## src/rtl/washing_machine_pkg.sv

```systemverilog
// Shared constants and types for the washing machine plant emulator.
// The pass counter type is an enum so waveforms show the drum's pass.
package washing_machine_pkg;

    localparam int CNT_W_DEFAULT = 8;

    typedef enum logic [1:0] {
        DRAIN_NONE   = 2'd0,
        DRAIN_FIRST  = 2'd1,
        DRAIN_SECOND = 2'd2
    } drain_cnt_e;

    // Saturating advance of the pass counter; SECOND is terminal.
    function automatic drain_cnt_e next_drain(input drain_cnt_e cur);
        drain_cnt_e nxt;
        case (cur)
            DRAIN_NONE:  nxt = DRAIN_FIRST;
            DRAIN_FIRST: nxt = DRAIN_SECOND;
            default:     nxt = DRAIN_SECOND;
        endcase
        return nxt;
    endfunction

endpackage

```

## src/rtl/wm_sat_timer.sv

```systemverilog
// Pausable cycle timer: counts qualified cycles, latches done at TERM and
// then holds until cleared.
module wm_sat_timer
    import washing_machine_pkg::*;
#(
    parameter int CNT_W = CNT_W_DEFAULT,
    parameter int TERM  = 1
) (
    input  logic clk,
    input  logic reset,
    input  logic clr,
    input  logic en,
    output logic done
);

    logic [CNT_W-1:0] cnt_q;

    // clr wins over en so a restart edge discards that cycle's qualified event.
    always_ff @(posedge clk or negedge reset) begin
        if (!reset) begin
            cnt_q <= '0;
            done  <= 1'b0;
        end else if (clr) begin
            cnt_q <= '0;
            done  <= 1'b0;
        end else if (en && !done) begin
            cnt_q <= cnt_q + 1'b1;
            if (cnt_q == CNT_W'(TERM - 1)) begin
                done <= 1'b1;
            end
        end
    end

endmodule

```

## config.mk

```make
export PLATFORM = sky130hd
export DESIGN_NAME = wm_sat_timer
export DESIGN_NICKNAME = d
export VERILOG_FILES = /design/src/rtl/washing_machine_pkg.sv /design/src/rtl/wm_sat_timer.sv
export SDC_FILE = /design/constraint.sdc
export NUM_CORES = 1
export LEC_CHECK = 0
export CAP_MARGIN = 20
export CELL_PAD_IN_SITES_DETAIL_PLACEMENT = 0
export CELL_PAD_IN_SITES_GLOBAL_PLACEMENT = 1
export CORE_AREA = 2 2 39 41
export DETAILED_ROUTE_END_ITERATION = 7
export DIE_AREA = 0 0 41 43
export PLACE_DENSITY = 0.64
export SLEW_MARGIN = 20
export SYNTH_ARGS = -nofsm -noshare
export SYNTH_HDL_FRONTEND = slang
export SYNTH_SLANG_ARGS = --single-unit
```

## constraint.sdc

```tcl
create_clock -name clk -period 2.63 [get_ports clk]
set_input_delay 0.3945 -clock clk [delete_from_list [all_inputs] [get_ports clk]]
set_output_delay 0.3945 -clock clk [all_outputs]
set_load 0.02 [all_outputs]
```

After elaboration in Yosys (flattened, before gate mapping)
Cells that the tools add are included.
{"block": "totals", "regBits": 9, "in_bits": 4, "out_inout_bits": 1, "elab_cells": 14}
{"block": "op_classes", "add_sub_neg": 1, "mux": 5, "n_reduce_logical": 6}
{"operator": "8-bit 2-to-1 mux", "n": 2}
{"operator": "8-bit by 1-bit adder with 8-bit output (second input constant)", "n": 1}
{"operator": "8-bit zero test", "n": 1}
{"operator": "2-bit nonzero test", "n": 2}
{"operator": "1-bit 2-to-1 mux", "n": 3}
{"operator": "2-bit AND reduction", "n": 1}
{"operator": "1-bit logical AND", "n": 1}
{"operator": "1-bit zero test", "n": 1}

Longest topological paths before layout
Gate-level depths: netlist (run 1).
{"block": "depth", "depth_word": 4, "mapped_depth": 5, "mapped_depth_nobuf": 5}

Worst setup path after synthesis (run 1)
OpenSTA, ideal clock, no wires.
{"block": "synth_timing", "path_type": "reg2reg", "from": "register done", "to": "register cnt_q[7]", "setup_time_ns": 0.078, "arrival_time_ns": 1.270, "t_required_ns": 2.552, "slack_ns": 1.282, "stages_incl_launch_ff": 4, "path_buffers": 0, "period_less_slack_ns": 1.348, "path_cell_list": "dfrtp_1 > nand4b_4 > or4_1 > a21oi_1"}
{"block": "synth_via", "elab_chain_cells": 3}
{"element": "start: declaration", "line": "wm_sat_timer.sv:13", "text": "output logic done"}
{"element": "start signal: assignment", "line": "wm_sat_timer.sv:22", "text": "done <= 1'b0;"}
{"element": "start signal: assignment", "line": "wm_sat_timer.sv:25", "text": "done <= 1'b0;"}
{"element": "start signal: assignment", "line": "wm_sat_timer.sv:29", "text": "done <= 1'b1;"}
{"element": "1-bit zero test", "line": "wm_sat_timer.sv:26", "text": "end else if (en && !done) begin"}
{"element": "1-bit logical AND", "line": "wm_sat_timer.sv:26"}
{"element": "2-bit nonzero test (no line)"}
{"element": "end signal: assignment", "line": "wm_sat_timer.sv:27", "text": "cnt_q <= cnt_q + 1'b1;"}
{"element": "end: declaration", "line": "wm_sat_timer.sv:16", "text": "logic [CNT_W-1:0] cnt_q;"}
No other way between the ends.
A chain may end at the register's enable or synchronous reset.

Worst setup path in the final report (run 1)
{"block": "layout_timing", "from": "register done", "to": "output done"}
No word-level cell between the ends.

==> summary by stage, run 1 <==
Drt
The total iterations of the first detailed-routing run is 3. The highest layer used for signal routing is met4. The residual antenna-violating net count after detailed routing is 0. The detailed-route wire length on metal 1 is 426 µm. The amount of wire on met2 after detailed routing is 484 µm. The first routing iteration left 4 violations. Across all layers, the routed design uses 366 vias.

The number of design rule violations left after detail routing is 0. The length of routed met3 wiring is 29 µm. The average wire length per cell after detail routing is 13.7 µm.

The post-detailed-routing wire length is 957 µm. Dividing the detail-routed via count by the number of cells gives 5.23.

Yosys
Counting every net in the synthesized netlist gives 53. The netlist area before placement is 470 µm². The sequential area share after synthesis is 0.479. The cell count after synthesis is 47. The synthesized design contains 9 register bits. A synthesized cell averages 10.0 µm². Synthesis instantiated 22 different standard cells from the library. By area the synthesized netlist is led by dfrtp_1 48%, a21oi_1 5.3%, ha_1 5.3%. The total of warnings raised by yosys is 0. The biggest area contributor in the post-synthesis netlist is dfrtp_1. The share of synthesized area in the top cell type comes to 0.479.

Clock network
The clock latency on the worst-skew pair is 270 ps. Clock-pin slew was measured on the worst setup and hold paths at 60 ps. The clock tree from TritonCTS is yes. In this run, post-CTS repair resized a total of 0 instances. Hold repair after CTS inserted 0 buffers. In this run the deepest clock path goes through 2 buffers. The number of CTS-inserted buffers is 3. After clock tree synthesis, the setup repair step added 0 buffers.

CTS saw 9 sinks. The clock tree root driver cell is clkbuf_4. The deepest level of the CTS H-tree is 1.

Global route
The global routing usage summed across all routing layers is 0.151. The first global-routing pass estimated 1.64 mm of wire. Entering global routing, the biggest net connects 10 pins. The number of global-route vias before repair is 344. Summed over all layers, the global routing overflow is 0.

The number of antenna violations at the first check in global routing is 0.

Layout
For this run, the post-layout net count is 61. The antenna diode instance count is 0. The share of cells above drive strength 1 is 0.0926. Summing all flip-flop and latch instances after layout gives 225 µm². Excluding fillers, the count of instances in the completed layout stands at 70. Relative to the synthesized area, the layout overhead comes to 17.6%. After filler insertion, the fill cell instance count of the layout stands at 138. Summing all multi-input logic gate instances after layout gives 226 µm².

Placed design
The worst setup slack before clock tree synthesis is 807 ps. The number of buffers inserted by port buffering is 4. Including well taps, the total number of placed cells is 66.

The congestion estimate from routability-driven global placement came to 0.719. The placed wire-length estimate after detailed placement is 727 µm.

Timing
The number of pins exceeding their max-slew limit in the final report was 0. The final hold violation count is 0. The time the final worst path needs with I/O delays and setup is 1690 ps. At the pin with the least slew margin, the transition time is 390 ps. The worst setup skew after layout is 1.13 ps. The final-report setup violation count is 0. Headroom to the max-slew limit came out at 0.739.

Setup repair after global routing left no endpoint under its margin. After routing, the total negative slack on setup checks comes to 0 ps. The worst setup margin is 941 ps. The top achievable clock speed is 592 MHz. The post-route fraction of the period consumed by the critical path is 0.642.

Critical path
The startpoint kind of the worst setup timing path is a flop. The critical path is of the reg2out type. The startpoint identified for the worst register-to-register timing path is cnt_q[0]. On the critical path, the stage with the largest delay is an instance of clkdlybuf4s50_1. The sum of buffers and inverters on the critical path is 1. Measured in cells, the most critical reg-to-reg path has a length of 4. The peak per-stage delay on the critical path is 620 ps. The internal reg-to-reg setup slack is 1260 ps.

The required time at the worst-slack endpoint is 2240 ps. The cell family contributing the most delay on the critical path is buffers and inverters. The kind of capture point of the worst setup path is an output pin. STA puts the critical path data arrival time at 1290 ps. The largest fanout on the critical path is 5. Walking the worst path, the cells encountered are clkdlybuf4s50_1. The endpoint of the worst register-to-register path is cnt_q[6].

Floorplan
Measured along the y axis, the die boundary spans 43 µm. The initial utilization of the core area, before any placement, comes to 0.340. The horizontal die dimension is 41 µm.

The placeable core region is 1380 µm². The number of primary I/O pins is 5. The row count is 14. The floorplan die area is 1760 µm².

Job
The number of maximum-capacitance constraint violations is 0.

Power
The cell area power density is 545 nW/µm². The worst ir drop on vdd is 267 µV. The total leakage power is 0.245 nW.

Hold path
The min-delay analysis places its worst path in the category in2async.

Outcome
The run finished with clean final reports.
[worst max-delay path by stage]
stage                     start  endpoint  slack [ps]  cells past startpoint
after detailed placement     en  cnt_q[7]         810                      4
final                      done      done         940                      1
after global routing       done      done         890                      1
after CTS                  done      done         930                      1
after floorplan            done  cnt_q[7]        1280                      3
after global placement       en  cnt_q[7]         850                      4
[cells by family after synthesis]
| group | synth area share |
|---|---|
| AND/OR/NAND/NOR | 0.245 |
| flip-flops | 0.479 |
| AO/OA/AOI/OAI | 0.125 |
| XOR/XNOR | 0.0372 |
| buffers and inverters | 0.0399 |
| adder cells (fa/ha/maj) | 0.0532 |
| multiplexers | 0.0213 |
[through the flow]
| stage | util | hold WS (ps) | cell area, µm² | total power, mW |
|---|---|---|---|---|
| after floorplan | - | 98.9 | 470 | 0.176 |
| after global placement | 0.381 | 547 | 527 | 0.192 |
| after detailed placement | 0.381 | 557 | 527 | 0.194 |
| after CTS | 0.400 | 424 | 553 | 0.305 |
| after global routing | 0.400 | 443 | 553 | 0.319 |
| final | 0.400 | 413 | 553 | 0.301 |
[where the power goes]
part	total (mW)	switching, mW	internal [mW]
registers	0.152	0.00858	0.144
logic	0.0381	0.0184	0.0197
clock network	0.111	0.0521	0.0587
[flip-flops by register name, indices dropped and copies added (netlist names)]
register and cells:
done 1, cnt_q 8
[metal layers]
metal | global-route usage | vias to the layer above
li1 | - | 182
met3 | 0.0785 | 2
met5 | 0 | -
met2 | 0.188 | 6
met4 | 0.120 | 0
met1 | 0.185 | 176
[cell usage in the layout, fill, tap and decap left out, types with 2 or more instances in the layout]
cell / netlist / layout
or3_1: 3 / 3
clkdlybuf4s50_1: 0 / 4
a21oi_1: 5 / 5
inv_1: 4 / 4
dfrtp_1: 9 / 9
clkbuf_4: 0 / 3
ha_1: 2 / 2
o21ai_0: 4 / 4
nor2_1: 4 / 4
xnor2_1: 2 / 2
[cell usage after synthesis (all sizes together)]
cell	n
dfrtp	9
a21oi	5
inv	4
nor2	4
o21ai	4
or3	4
ha	2
xnor2	2
a31oi	1
buf	1
mux2i	1
nand2	1
nand3	1
nand3b	1
nand4	1
nand4b	1
nor2b	1
nor3	1
nor4b	1
o31ai	1
or4	1
[area by class of cell]
| type | count | share of cell area |
|---|---|---|
| Multi-Input combinational cell | 33 | 0.410 |
| Timing Repair Buffer | 4 | 0.0724 |
| Clock buffer | 4 | 0.0475 |
| Inverter | 4 | 0.0271 |
| Sequential cell | 9 | 0.407 |
| Tap cell | 16 | 0.0362 |
(Power assumes the default switching activity.)
==> run 2, diff against run 1 <==
==> constraint.sdc (replaced) <==
create_clock -name clk -period 1.6 [get_ports clk]
set_input_delay 0.24 -clock clk [delete_from_list [all_inputs] [get_ports clk]]
set_output_delay 0.24 -clock clk [all_outputs]
set_load 0.02 [all_outputs]
==> summary by stage, run 2 (synthesis results as in run 1) <==
Timing
The transition time at the pin with the least slew margin was 429 ps (was 390 ps). The time the final worst path needs with I/O delays and setup is 1540 ps. The number of pins exceeding their max-slew limit in the final report is 0 (unchanged).

Static timing analysis puts the maximum clock frequency at 649 MHz. The worst slew slack as a fraction of its limit is 0.713 (was 0.739). The final-report setup violation count is 0 (unchanged). The worst setup skew after layout is 2.85 ps (was 1.13 ps).

The final hold violation count was 0 (unchanged). Setup repair after global routing missed its margin: false (unchanged). The post-route fraction of the period consumed by the critical path is 0.963.

Layout
The area overhead of the layout relative to synthesis is 19.1% (was 17.6%). Leading cell types in the layout, fill and taps excluded: 9 x dfrtp_1, 5 x a21oi_1 (unchanged). The number of flip-flops under the largest register name is 8 (unchanged). The commonest non-fill, non-tap cell in the layout is dfrtp_1 (unchanged). Biggest regs: cnt_q x8, done x1 (unchanged).

The footprint of the multi-input gates is 226 µm² (unchanged). The register area is 225 µm² (unchanged). The final cell count without fillers is 71 (was 70).

The share of cells above drive strength 1 is 0.109 (was 0.0926). The antenna diode instance count came to 0 (unchanged). The number of nets in the layout is 62 (was 61). The register name with the most flops is cnt_q (unchanged). The number of inserted filler cells in the final layout came to 148 (was 138).

Drt
The number of design rule violations left after detail routing is 0 (unchanged). The first-iteration detailed-routing DRC count is 18 (was 4). The ratio of routed vias to standard cells is 5.27 (was 5.23). The post-detailed-routing wire length is 937 µm (was 957 µm). The total iterations of the first detailed-routing run is 4 (was 3). The total number of vias is 374 (was 366). The residual antenna-violating net count after detailed routing came to 0 (unchanged). The average wire length per cell after detail routing is 13.2 µm (was 13.7 µm).

Global route
The number of global-route vias before repair came to 384 (was 344). The remaining global-route overflow was 0 (unchanged). The global-route wire length before repair is 1.64 mm (about the same). The global routing usage summed across all routing layers is 0.147 (was 0.151). The largest net degree at the start of global routing is 10 (unchanged). The number of antenna violations at the first check in global routing was 0 (unchanged).

Critical path
The required time at the worst-slack endpoint is 1360 ps (was 2240 ps). The sum of buffers and inverters on the critical path is 1 (unchanged). The category of the most critical setup path is reg2out (unchanged). The kind of cell with the highest combined delay on the critical path was buffers and inverters (unchanged). The peak per-stage delay on the critical path is 630 ps (was 620 ps). The master of the slowest instance on the critical path is clkdlybuf4s50_1 (unchanged).

The largest fanout on the critical path is 5 (unchanged). The kind of capture point of the worst setup path is an output pin (unchanged). The startpoint kind of the worst setup timing path is a flop (unchanged). Cell chain of the critical path: clkdlybuf4s50_1 (unchanged). The arrival time of data at the critical path endpoint was 1300 ps (was 1290 ps).

Placed design
The placed wire-length estimate after detailed placement is 665 µm (was 727 µm). The number of buffers inserted by port buffering is 4 (unchanged). The total placed cells including tap cells came to 67 (was 66). The final RePlAce weighted congestion is 0.713 (was 0.719).

Hold path
The class of the tightest hold or removal check is in2async (unchanged).

Floorplan
The row count is 14 (unchanged). The effective utilization at floorplan is 0.340 (unchanged). The horizontal die dimension is 41 µm (unchanged). The height of the die came to 43 µm (unchanged).

The floorplan die area is 1760 µm² (unchanged). The number of primary I/O pins is 5 (unchanged). The placeable core region is 1380 µm² (unchanged).

Outcome
Run status: complete, no violations (unchanged).

Clock network
The total setup buffers inserted after CTS is 0 (unchanged). The deepest level of the CTS H-tree is 1 (unchanged). The clock net sink count came to 9 (unchanged). The maximum count of clock buffers along a single path is 2 (unchanged). The clock tree from TritonCTS was yes (unchanged). The clock latency on the worst-skew pair is 260 ps (was 270 ps).

The total of hold buffers inserted after clock tree synthesis is 0 (unchanged). The clock-pin slew on the worst setup and hold paths is 60 ps (about the same). The post-CTS resize count came to 0 (unchanged). The number of CTS-inserted buffers is 3 (unchanged). The clock tree root driver cell is clkbuf_4 (unchanged).

Power
The cell area power density is 883 nW/µm² (was 545 nW/µm²). The total chip power is 0.495 mW (was 0.301 mW). The total leakage power was 0.249 nW (was 0.245 nW). The worst ir drop on vdd came to 457 µV (was 267 µV).

Job
The number of maximum-capacitance constraint violations is 0 (unchanged).
run 2: through the flow:
step	hold slack (ps)	worst slack (ps)	cell area [µm²]	util	setup TNS, ps
floorplan	-55.6	252	470	-	0
global placement	542	-17.4	534	0.386	-17.4
detailed placement	548	-76.5	534	0.386	-81.5
CTS	276	53.0	561	0.405	0
global route	293	18.5	561	0.405	0
finish	279	59.4	561	0.405	0
run 2: layout make-up:
type                       instances  share of cell area
inverter                           4              0.0268
timing repair buffer               5              0.0848
sequential                         9               0.402
multi-input combinational         33               0.404
clock buffer                       4              0.0469
tap                               16              0.0357
run 2: per-layer routing:
layer,global-route usage,vias up,wire (µm)
li1,-,185,-
met5,0,-,0
met4,0.120,0,10
met1,0.195,179,462
met3,0.0471,4,23
met2,0.184,6,440
run 2: worst paths after layout:
path,slack [ps],startpoint,cells past startpoint,to
setup / recovery,60,done,1,done
hold / removal,280,reset,1,cnt_q[7]
setup reg to reg,250,cnt_q[0],4,cnt_q[4]
hold reg to reg,560,cnt_q[7],2,cnt_q[7]
max in group asynchronous,1020,reset,1,cnt_q[2]
min in group clk,560,cnt_q[7],2,cnt_q[7]
run 2: where the power goes:
part | total, mW | internal [mW] | switching (mW)
Sequential | 0.250 | 0.236 | 0.0141
Clock | 0.181 | 0.0964 | 0.0848
Combinational | 0.0632 | 0.0328 | 0.0304
Total | 0.495 | 0.366 | 0.129
